<file path="src/rtl/pack_pkg.sv">
// Shared definitions for the sample-byte pack link: state encodings, ring
// geometry and idle timeout, plus small arithmetic helpers.
package pack_pkg;

  typedef enum logic [3:0] {
    S_IDLE  = 4'h0,
    S_X1    = 4'h1,
    S_X2    = 4'h2,
    S_X3    = 4'h3,
    S_Y1    = 4'h4,
    S_Y2    = 4'h5,
    S_Y3    = 4'h6,
    S_Z1    = 4'h7,
    S_Z2    = 4'h8,
    S_Z3    = 4'h9,
    S_WRITE = 4'ha,
    S_CHECK = 4'hb,
    S_DONE  = 4'hf
  } state_e;

  localparam logic [11:0] BUF_DEPTH = 12'd4000;
  localparam logic [7:0]  TIMEOUT   = 8'd255;

  // Ring pointer step; the depth is not a power of two, so wrap explicitly.
  function automatic logic [11:0] wrap_inc(input logic [11:0] a);
    return (a == (BUF_DEPTH - 12'd1)) ? 12'd0 : (a + 12'd1);
  endfunction

  function automatic logic [31:0] sext24(input logic [23:0] v);
    return {{8{v[23]}}, v};
  endfunction

endpackage

</file>
<file path="src/rtl/pack_gap_timer.sv">
// Idle-cycle counter between bytes of one sample; saturates at TIMEOUT and
// flags the timeout while it sits there.
module pack_gap_timer
  import pack_pkg::*;
(
  input  logic clk_sys,
  input  logic rst_n,
  input  logic i_clr,
  input  logic i_en,
  output logic o_tmo
);

  logic [7:0] r_cnt;

  // Idle counter: clear has priority, then count until saturated.
  always_ff @(posedge clk_sys or negedge rst_n) begin
    if (!rst_n) begin
      r_cnt <= 8'd0;
    end else if (i_clr) begin
      r_cnt <= 8'd0;
    end else if (i_en && (r_cnt != TIMEOUT)) begin
      r_cnt <= r_cnt + 8'd1;
    end else begin
      r_cnt <= r_cnt;
    end
  end

  assign o_tmo = (r_cnt == TIMEOUT);

endmodule

</file>
<file path="src/rtl/pack_store.sv">
// Receive side of the sample-byte stream: rebuilds 24-bit x/y/z samples from
// bytes and writes them into the sample ring, owning the ring write pointer.
module pack_store
  import pack_pkg::*;
(
  input  logic        clk_sys,
  input  logic        rst_n,
  input  logic        fire_store,
  output logic        done_store,
  input  logic [7:0]  rx_data,
  input  logic        rx_vld,
  input  logic [11:0] len_store,
  output logic        wr_en,
  output logic [11:0] buf_waddr,
  output logic [31:0] d_x,
  output logic [31:0] d_y,
  output logic [31:0] d_z,
  output logic        err_tmo,
  output logic        err_ovf
);

  state_e          r_state;
  logic [11:0]     r_len;
  logic [11:0]     r_cnt;
  logic [11:0]     r_waddr;
  logic [8:0][7:0] r_bytes;
  logic            w_collect;
  logic            w_accept;
  logic            w_tmo;

  // X1 is excluded from the gap window: waiting for a new sample never times out.
  assign w_collect = (r_state >= S_X2) && (r_state <= S_Z3);
  assign w_accept  = rx_vld && (r_state >= S_X1) && (r_state <= S_Z3);

  pack_gap_timer u_gap_timer (
    .clk_sys (clk_sys),
    .rst_n   (rst_n),
    .i_clr   (w_accept || !w_collect),
    .i_en    (w_collect && !rx_vld),
    .o_tmo   (w_tmo)
  );

  assign buf_waddr = r_waddr;

  // Main FSM with byte capture, counters and all registered outputs.
  always_ff @(posedge clk_sys or negedge rst_n) begin
    if (!rst_n) begin
      r_state    <= S_IDLE;
      r_len      <= 12'd0;
      r_cnt      <= 12'd0;
      r_waddr    <= 12'd0;
      r_bytes    <= '0;
      wr_en      <= 1'b0;
      done_store <= 1'b0;
      err_tmo    <= 1'b0;
      err_ovf    <= 1'b0;
      d_x        <= 32'd0;
      d_y        <= 32'd0;
      d_z        <= 32'd0;
    end else begin
      wr_en      <= 1'b0;
      done_store <= 1'b0;
      err_tmo    <= 1'b0;
      err_ovf    <= 1'b0;
      case (r_state)
        S_IDLE: begin
          if (fire_store) begin
            r_len <= len_store;
            if (len_store == 12'd0) begin
              r_state    <= S_DONE;
              done_store <= 1'b1;
            end else begin
              r_state <= S_X1;
            end
          end else begin
            r_state <= S_IDLE;
          end
        end
        S_X1, S_X2, S_X3, S_Y1, S_Y2, S_Y3, S_Z1, S_Z2, S_Z3: begin
          if (rx_vld) begin
            r_bytes[r_state - 4'd1] <= rx_data;
            if (r_state == S_Z3) begin
              r_state <= S_WRITE;
              wr_en   <= 1'b1;
              d_x     <= sext24({r_bytes[0], r_bytes[1], r_bytes[2]});
              d_y     <= sext24({r_bytes[3], r_bytes[4], r_bytes[5]});
              d_z     <= sext24({r_bytes[6], r_bytes[7], rx_data});
            end else begin
              r_state <= state_e'(r_state + 4'd1);
            end
          end else if (w_collect && w_tmo) begin
            r_bytes <= '0;
            err_tmo <= 1'b1;
            r_state <= S_X1;
          end else begin
            r_state <= r_state;
          end
        end
        S_WRITE: begin
          err_ovf <= rx_vld;
          r_state <= S_CHECK;
        end
        S_CHECK: begin
          err_ovf <= rx_vld;
          r_cnt   <= r_cnt + 12'd1;
          r_waddr <= wrap_inc(r_waddr);
          if (r_cnt == (r_len - 12'd1)) begin
            r_state    <= S_DONE;
            done_store <= 1'b1;
          end else begin
            r_state <= S_X1;
          end
        end
        S_DONE: begin
          r_cnt   <= 12'd0;
          r_state <= S_IDLE;
        end
        default: begin
          r_state <= S_IDLE;
        end
      endcase
    end
  end

endmodule

</file>
<file path="config.mk">
export PLATFORM = sky130hd
export DESIGN_NAME = pack_store
export DESIGN_NICKNAME = d
export VERILOG_FILES = /design/src/rtl/pack_pkg.sv /design/src/rtl/pack_gap_timer.sv /design/src/rtl/pack_store.sv
export SDC_FILE = /design/constraint.sdc
export NUM_CORES = 1
export LEC_CHECK = 0
export CELL_PAD_IN_SITES_DETAIL_PLACEMENT = 1
export CELL_PAD_IN_SITES_GLOBAL_PLACEMENT = 1
export CORE_MARGIN = 3
export CORE_UTILIZATION = 44
export CTS_BUF_LIST = sky130_fd_sc_hd__clkbuf_4
export CTS_CLUSTER_DIAMETER = 80
export DETAILED_ROUTE_END_ITERATION = 6
export PLACE_DENSITY_LB_ADDON = 0.1
export SYNTH_ARGS = -nofsm -noshare
export SYNTH_HDL_FRONTEND = slang
export SYNTH_SLANG_ARGS = --single-unit
</file>
<file path="constraint.sdc">
create_clock -name clk_sys -period 2.85 [get_ports clk_sys]
set_input_delay 0.285 -clock clk_sys [delete_from_list [all_inputs] [get_ports clk_sys]]
set_output_delay 0.285 -clock clk_sys [all_outputs]
set_load 0.01 [all_outputs]
</file>
After elaboration in Yosys (flattened, before gate mapping)

Cells that the tools add are included.

Bits in registers: 196
Output and inout bits: 112
Word-level logic and storage cells: 96

Add/sub/neg operators: 6
$lt $le $gt $ge: 5
Eq/ne operators: 17
Muxes and demuxes: 27
Reductions and logical operators: 20

Operators by type and width:

| kind                    | count |
|---|---|
| $mux W72                | 2 |
| $bwmux W72              | 1 |
| $demux W8 S4            | 1 |
| $add A12 B1 Y12 const B | 2 |
| $mux W4                 | 6 |
| $mux W8                 | 3 |
| $pmux W12 S2            | 1 |
| $eq A4 B4 Y1 const B    | 5 |
| $eq A4 B3 Y1 const B    | 4 |
| $pmux W4 S4             | 1 |
| $eq A12 B12 Y1          | 1 |
| $eq A12 B12 Y1 const B  | 1 |
| $logic_not A12 Y1       | 1 |
| $mux W12                | 1 |
| $sub A12 B1 Y12 const B | 1 |
| $mux W1                 | 10 |
| $reduce_or A9 Y1        | 1 |
| $add A8 B1 Y8 const B   | 1 |
| $eq A4 B2 Y1 const B    | 2 |
| $eq A8 B8 Y1 const B    | 1 |
| $ge A4 B1 Y1 const B    | 2 |
| $ne A8 B8 Y1 const B    | 1 |
| $logic_and A1 B1 Y1     | 7 |
| $reduce_bool A2 Y1      | 3 |
| other kinds (14)        | 16 |

Depth between registers and ports, before layout

Gate-level depths: netlist (run 1).

Depth after elaboration: 7
Gate-level depth with buffers: 10
Mapped depth without buffers: 8

Cells and area by module

From an unflattened synthesis (run 1), not the netlist that was laid out.

Cell total of the unflattened synthesis: 740
Area, all modules: 8,667.1 um^2

By module, submodules not included:

| module         | times used | cells an instance | area an instance (um^2) |
|---|---|---|---|
| pack_store     | 1          | 693               | 8,192.9 |
| pack_gap_timer | 1          | 47                | 474.2 |

Worst setup path before layout (run 1)

OpenSTA, ideal clock, no wires.

Kind: flip-flop to flip-flop
Start: reg r_state[1]
End: reg r_state[2]
Setup time: 123 ps
Arrival: 2,187 ps
Required time: 2,727 ps
Slack: 541 ps
Cell stages (with the launch flop): 10
Buffers on the path: 1
Clock period less this slack: 2,309 ps
Cells stage by stage: dfrtp_1 inv_1 ha_1 clkbuf_1 o21bai_1 a21oi_1 a211o_1 o21ai_0 a211o_1 o221a_1

Longest elaborated chain between the ends: 4
Elaborated cells between the ends (all ways): 22

Ends and longest elaborated chain:

| what                                           | line                               | RTL |
|---|---|---|
| start, declared                                | pack_store.sv:22                   | `state_e r_state;` |
| start signal, assigned                         | pack_store.sv:89                   | `r_state <= state_e'(r_state + 4'd1);` |
| start signal, assigned                         | pack_store.sv:96                   | `r_state <= r_state;` |
| $add A4 B1 Y4 (tied with other cells)          | pack_store.sv:89                   |  |
| $mux W4 or $logic_and A1 B1 Y1 (tied branches) | pack_store.sv:82, pack_store.sv:32 |  |
| $mux W4 or $logic_and A1 B1 Y1 (tied branches) | pack_store.sv:80, pack_store.sv:91 |  |
| $pmux W4 S4 or $ne A3 B3 Y1 (tied branches)    | -                                  |  |

Parallel ways exist; a longest one is shown, timed or not.
A chain may end at the register's enable or synchronous reset.

Final worst setup path (run 1)

Start: reg r_state[0]
End: reg r_bytes[33] (netlist bit)

Longest elaborated chain between the ends: 7
Elaborated cells between the ends (all ways): 24

Ends and longest elaborated chain:

| what                                                               | line             | RTL |
|---|---|---|
| $sub A4 B1 Y4                                                      | pack_store.sv:81 | `r_bytes[r_state - 4'd1] <= rx_data;` |
| $lt A4 B5 Y1 (implied by the code) or $ge A4 B1 Y1 (tied branches) | pack_store.sv:81 |  |
| $logic_and A1 B1 Y1 (implied by the code)                          | pack_store.sv:81 |  |
| $mux W8 (implied by the code)                                      | pack_store.sv:81 |  |
| $demux W8 S4                                                       | pack_store.sv:81 |  |
| $bwmux W72                                                         | pack_store.sv:81 |  |
| $mux W72                                                           | pack_store.sv:80 | `if (rx_vld) begin` |
| end signal, assigned by index                                      | pack_store.sv:81 |  |
| end, declared                                                      | pack_store.sv:26 | `logic [8:0][7:0] r_bytes;` |

Parallel ways exist; a longest one is shown, timed or not.

==> results by group, run 1 <==
Critical path
  • Critical Path Max Stage Delay: 0.50 ns
  • Count of buffer and inverter cells on the critical path: 1
  • Worst-path cell chain: inv_1, ha_1, o21ai_0, a22oi_1, nand2_1, a21oi_1, nand2_1, mux2i_1
  • Endpoint required time on the critical path: 3.35 ns
  • Critical path endpoint category: flop
  • Crit-path max FO: 9
  • CP Launch Type: flop
  • CP top delay family: compound AO/OA/AOI/OAI gates
  • Critical Path AT: 3.22 ns
  • CP max-delay cell: dfrtp_1
  • Critical path class: flop to flop
  • Levels on crit path: 8
  • CP most frequent cell: nand2_1
  • Reg2reg path depth: 8

Die
  • IO Pins: 136
  • Core area: 18,800 µm²
  • # rows: 50
  • Die Y: 145 µm
  • Die Footprint: 21,000 µm²
  • Initial core utilization: 45.1%
  • Die X: 145 µm

Synth
  • Syn Area/Cell: 11.7 µm²
  • Synth warn: 0
  • Seq cells post-synth: 188
  • Number of synthesized flops with an enable pin: 0
  • Post-synthesis instance total: 725
  • Post-synth cell types: 57
  • Syn nets: 761
  • Post-synth ARST share: 100%
  • Top FF cell, synth: dfrtp_1
  • Netlist Area Pre-Place: 8490 µm²
  • Seq/Total Area, Yosys: 55.4%

Cells and area
  • Multi-input logic area: 3440 µm²
  • Final layout net count: 880
  • Area Growth Syn to Fin: 22.3%
  • Core Util, Final: 55.1%
  • Proportion of layout cells with a drive suffix above 1: 15.6%
  • FILL cells: 1,924
  • FF/Latch Area: 4700 µm²

Clocking
  • CTS tree: built
  • Worst-Skew Late Latency: 0.59 ns
  • Sink Count: 188
  • # Post-CTS Setup Buffers: 0
  • CTS buffer count: 17
  • H-tree levels: 4
  • Clock-pin slew on the worst setup and hold paths: 0.16 ns
  • Clock tree buffer depth: 2
  • CTS root buffer: clkbuf_4

Timing
  • Clock skew: 0.0278 ns
  • RSZ-0062 raised after global routing: true
  • Crit share post-route: 95.3%
  • Peak Freq: 368 MHz
  • Setup-failing EPs final: 0
  • Measured slew at the worst slew-check pin: 0.671 ns
  • Hold Vio Cnt, Final: 0
  • Final slew viol count: 0
  • Min cycle time layout: 2.72 ns
  • Hold_ws: 0.289 ns
  • Max-slew headroom: 55.3%

Outcome
  • Status: complete, no violations

Global route
  • Vias in the first global route: 6,429
  • First-pass GRT wire length: 34,300 µm
  • Global route overflow: 0
  • GRT Total Usage: 21.0%
  • Initial antenna violation count: 1
  • Largest net degree at the start of global routing: 79

Routing
  • DR DRC count: 0
  • Routed WL: 21,200 µm
  • DRT antenna net count: 0
  • Avg WL per Cell: 19.0 µm
  • Initial DRC Count: 262
  • Post-DR vias/cell: 5.33
  • Vias after detailed routing: 5,964
  • First-pass DRT Iterations: 4

Placement
  • Gpl congestion: 0.804
  • Post-detail-place hpwl: 15,000 µm
  • # port buffers: 135

Power
  • Lkg Pwr: 0.00512 µW
  • Total power: 6710 µW
  • Peak VDD IR: 0.282 mV
  • Power Density: 646 nW/µm²

Hold path
  • Min-delay worst type: input port to asynchronous set/reset pin

Run
  • Max Cap Violations: 0
==> worst reg2reg max path, cell delays in order (launching register included) <==
cell and delay, ns:
dfrtp_1 0.50, inv_1 0.19, ha_1 0.31, o21ai_0 0.20
a22oi_1 0.28, nand2_1 0.17, a21oi_1 0.34, nand2_1 0.38
mux2i_1 0.26
==> metrics by stage <==
| step | cells | setup slack [ns] | TNS [ns] | cell area [µm²] |
|---|---|---|---|---|
| 2_1_floorplan | 725 | 0.541 | 0 | 8490 |
| 3_3_place_gp | 1084 | 0.337 | 0 | 10100 |
| 3_5_place_dp | 1084 | 0.177 | 0 | 10100 |
| 4_1_cts | 1117 | 0.164 | 0 | 10400 |
| 5_1_grt | 1118 | -0.142 | -4.26 | 10400 |
| 6_report | 1118 | 0.134 | 0 | 10400 |
==> timing repair <==
action                                  CTS  global route
hold buffers                              1             0
endpoints found under the hold margin    75             0
gates resized for setup                   0             1
endpoints found under the setup margin    0            54
==> cell usage after synthesis, drive strengths merged (9+ instances only) <==
cell	instances	area, µm²
inv	10	37.5
xnor2	11	96.3
xor2	18	158
clkbuf	25	93.8
ha	12	150
nor2	27	101
mux2	75	848
nand4	11	68.8
mux2i	67	671
buf	27	199
a21oi	13	65.1
o21ai	23	115
nand3	9	45.0
nand2	119	449
dfrtp	188	4700
==> routing by layer <==
layer,vias up,share of wire [%],global-route usage (%)
met5,-,0,0
met2,147,50,35.3
li1,2737,-,-
met3,28,4.3,3.75
met4,0,1.5,6.28
met1,3052,45,27.8
==> where the power goes <==
group | total (µW) | leakage [µW] | switching [µW] | internal [µW]
Sequential | 3530 | 0.00255 | 402 | 3130
Combinational | 1670 | 0.00242 | 930 | 736
Clock | 1510 | 0.000153 | 1030 | 482
Total | 6710 | 0.00512 | 2360 | 4350
==> final cells by class <==
class / count / share of cell area [%]
clock buffers: 17 / 1.23
diodes: 1 / 0.0241
flip-flops and latches: 188 / 45.3
repair buffers: 152 / 14.8
inverters: 18 / 0.651
well taps: 260 / 3.14
clock inverters: 15 / 1.70
multi-input cells: 467 / 33.1
==> placed cells by master (no fill, tap or decap), types with 9 or more instances in the layout <==
cell and instances:
dfrtp_1 188, xor2_1 18, o21ai_0 23, nand4_1 11, nand2_1 117, clkinv_1 9, nor2_1 27, clkdlybuf4s50_1 134
clkbuf_4 17, ha_1 12, mux2i_1 67, inv_1 9, mux2_2 74, buf_4 12, a21oi_1 13, xnor2_1 11
==> registers in the layout (all words and copies together) (netlist names) <==
register	count
err_ovf	1
err_tmo	1
r_len	12
done_store	1
d_y	24
r_cnt	12
wr_en	1
buf_waddr	12
d_z	24
d_x	24
u_gap_timer.r_cnt	8
r_state	4
r_bytes	64
==> path summary, 6_finish.rpt <==
path	endpoint	start	slack, ns
setup / recovery	r_bytes[33]	r_state[0]	0.13
hold / removal	r_len[4]	rst_n	0.29
setup reg to reg	r_bytes[33]	r_state[0]	0.13
hold reg to reg	d_z[0]	d_z[0]	0.50
max in group asynchronous	buf_waddr[7]	rst_n	1.79
min in group clk_sys	r_len[0]	len_store[0]	0.31
==> cells by family after synthesis <==
family          synth area share (%)
simple gates                    12.2
flops                           55.4
mux                             17.9
buf+inv                         4.25
compound gates                  5.50
xor+xnor                        2.99
fa+ha+maj                       1.77
(Power assumes the default switching activity.)
==> inputs of run 2 (changes only) <==
--- a/config.mk
+++ b/config.mk
@@ -7,11 +7,12 @@
 export LEC_CHECK = 0
 export CELL_PAD_IN_SITES_DETAIL_PLACEMENT = 1
 export CELL_PAD_IN_SITES_GLOBAL_PLACEMENT = 1
-export CORE_MARGIN = 3
-export CORE_UTILIZATION = 44
+export CORE_MARGIN = 4
+export CORE_UTILIZATION = 52
 export CTS_BUF_LIST = sky130_fd_sc_hd__clkbuf_4
 export CTS_CLUSTER_DIAMETER = 80
 export DETAILED_ROUTE_END_ITERATION = 6
+export DONT_BUFFER_PORTS = 1
 export PLACE_DENSITY_LB_ADDON = 0.1
 export SYNTH_ARGS = -nofsm -noshare
 export SYNTH_HDL_FRONTEND = slang
==> run 2 against run 1 <==
The flow now finishes with violations (negative hold slack). Core utilization is 1.5 points higher. Largest power group unchanged. Clock skew fell by 0.0028 ns. First-iteration DRC count down 9.2%. Cell count is 15% lower. Register-to-register slack improved by 0.13 ns. Routed wire length is 5.6% lower. Total power shrank 2.4%.
==> results by group, run 2 (same netlist as run 1, synthesis figures left out) <==
Clocking
  • CTS buffer count: 17 (unchanged)
  • Clock tree buffer depth: 2 (unchanged)
  • Sink Count: 188 (unchanged)
  • Worst-Skew Late Latency: 0.58 ns (was 0.59 ns)
  • # Post-CTS Setup Buffers: 0 (unchanged)
  • CTS tree: built (unchanged)
  • CTS root buffer: clkbuf_4 (unchanged)
  • Hold-fix buffers at CTS: 13 (was 1)
  • H-tree levels: 4 (unchanged)
  • Clock-pin slew on the worst setup and hold paths: 0.16 ns (about the same)

Cells and area
  • Reg with most FFs: r_bytes (unchanged)
  • Post-Layout Cell Count: 946 (was 1,118)
  • FILL cells: 1,679 (was 1,924)
  • Proportion of layout cells with a drive suffix above 1: 19.0% (was 15.6%)
  • Most frequent cells in the layout: dfrtp_1 (188), nand2_1 (112), mux2_2 (74) (was dfrtp_1 (188), clkdlybuf4s50_1 (134), nand2_1 (117))
  • Multi-input logic area: 3470 µm² (was 3440 µm²)
  • Final layout net count: 753 (was 880)
  • Commonest non-fill, non-tap cell in the layout: dfrtp_1 (unchanged)
  • FF/Latch Area: 4700 µm² (unchanged)
  • # diodes: 0 (was 1)
  • Max reg flops: 64 (unchanged)
  • Area Growth Syn to Fin: 6.35% (was 22.3%)

Timing
  • Hold Vio Cnt, Final: 188 (was 0)
  • Peak Freq: 387 MHz (was 368 MHz)
  • Crit share post-route: 90.6% (was 95.3%)
  • Max-slew headroom: 36.3% (was 55.3%)
  • Clock skew: 0.0250 ns (was 0.0278 ns)
  • Final slew viol count: 0 (unchanged)
  • Setup-failing EPs final: 0 (unchanged)
  • Setup total negative slack: 0 ns (unchanged)
  • Hold_ws: -0.631 ns (was 0.289 ns)
  • Min cycle time layout: 2.58 ns (was 2.72 ns)
  • Measured slew at the worst slew-check pin: 0.956 ns (was 0.671 ns)

Placement
  • Post-detail-place hpwl: 13,500 µm (was 15,000 µm)
  • # port buffers: 0 (was 135)
  • Placed Cells: 901 (was 1,084)
  • Gpl congestion: 0.785 (was 0.804)

Routing
  • Vias after detailed routing: 5,435 (was 5,964)
  • DRT antenna net count: 0 (unchanged)
  • DR DRC count: 0 (unchanged)
  • First-pass DRT Iterations: 4 (unchanged)
  • Initial DRC Count: 238 (was 262)
  • Post-DR vias/cell: 5.75 (was 5.33)
  • Routed WL: 20,000 µm (was 21,200 µm)
  • Avg WL per Cell: 21.2 µm (was 19.0 µm)

Global route
  • Initial antenna violation count: 0 (was 1)
  • Largest net degree at the start of global routing: 189 (was 79)
  • Vias in the first global route: 5,934 (was 6,429)
  • First-pass GRT wire length: 32,400 µm (was 34,300 µm)
  • Global route overflow: 0 (unchanged)
  • GRT Total Usage: 22.6% (was 21.0%)

Power
  • Power Density: 725 nW/µm² (was 646 nW/µm²)
  • Peak VDD IR: 0.301 mV (was 0.282 mV)
  • Lkg Pwr: 0.00466 µW (was 0.00512 µW)

Die
  • IO Pins: 136 (unchanged)
  • Core area: 15,900 µm² (was 18,800 µm²)
  • Die X: 136 µm (was 145 µm)
  • # rows: 46 (was 50)
  • Initial core utilization: 53.2% (was 45.1%)
  • Die Y: 136 µm (was 145 µm)
  • Die Footprint: 18,400 µm² (was 21,000 µm²)

Run
  • Max Cap Violations: 0 (unchanged)

Critical path
  • Critical Path AT: 3.06 ns (was 3.22 ns)
  • Critical path class: flop to flop (unchanged)
  • Critical path endpoint category: flop (unchanged)
  • CP Launch Type: flop (unchanged)
  • Endpoint required time on the critical path: 3.33 ns (was 3.35 ns)
  • Crit-path max FO: 10 (was 9)
  • Internal reg-to-reg setup slack: 0.27 ns (was 0.13 ns)

Outcome
  • Failing checks: negative hold slack
  • Status: finished, violations left (was complete, no violations)

Hold path
  • Min-delay worst type: input port to asynchronous set/reset pin (unchanged)
-- run 2: per-layer routing --
metal / vias up / GRT usage, % / part of all wire (%)
met3: 27 / 5.87 / 6.1
met4: 0 / 6.49 / 1.5
met1: 2802 / 30.4 / 44
li1: 2486 / - / -
met2: 120 / 36.4 / 48
met5: - / 0 / 0
-- run 2: worst paths after layout --
path,from,to,cells past startpoint
worst max register to register,r_state[1],r_bytes[3],8
worst max-delay path,r_state[1],r_bytes[3],8
min in group clk_sys,rx_data[7],r_bytes[31],2
max in group asynchronous,rst_n,r_state[1],0
worst min register to register,r_bytes[15],d_x[15],1
worst min-delay path,rst_n,r_len[7],0
-- run 2: worst max-delay path, stage by stage, from the launching register on --
cell      delay (ns)
dfrtp_1         0.53
inv_1           0.21
ha_2            0.31
o21bai_1        0.14
a22oi_1         0.29
nand2_1         0.22
a21oi_2         0.30
nand2_2         0.25
mux2i_1         0.23
-- run 2: repair_timing --
action,in CTS,in global routing
endpoints found under the hold margin,203,188
setup endpoints to repair,0,65
gates resized for setup,0,13
-- run 2: cell type report --
type	count	area share, %
multi-input cells	467	38.5
repair buffers	25	2.62
clock buffers	19	1.58
flip-flops and latches	188	52.1
clock inverters	13	1.46
well taps	216	2.99
inverters	18	0.749
-- run 2: power breakdown --
group	leakage (µW)	internal (µW)	switching, µW
logic	0.00197	697	871
registers	0.00255	3130	412
clock network	0.000142	475	964
-- run 2: metrics by stage --
step                      instance area (µm²)  worst slack, ns  total power, µW  hold slack (ns)  utilization [%]
after detailed placement                 8580           0.0656             5100         -0.00437             53.8
after CTS                                8980          0.00888             6550           -0.664             56.3
after global placement                   8580            0.288             4950         -0.00561             53.8
final                                    9030            0.268             6550           -0.631             56.6
after global routing                     9030          -0.0234             6960           -0.675             56.6
after floorplan                          8490            0.541             4610          -0.0106                -
==> inputs of run 3 (changes only) <==
--- a/config.mk
+++ b/config.mk
@@ -13,6 +13,7 @@
 export CTS_CLUSTER_DIAMETER = 80
 export DETAILED_ROUTE_END_ITERATION = 6
 export DONT_BUFFER_PORTS = 1
+export GPL_ROUTABILITY_DRIVEN = 0
 export PLACE_DENSITY_LB_ADDON = 0.1
 export SYNTH_ARGS = -nofsm -noshare
 export SYNTH_HDL_FRONTEND = slang
==> results of run 3 <==
Same layout as run 2: the final DEF is identical, and so are final timing and power.
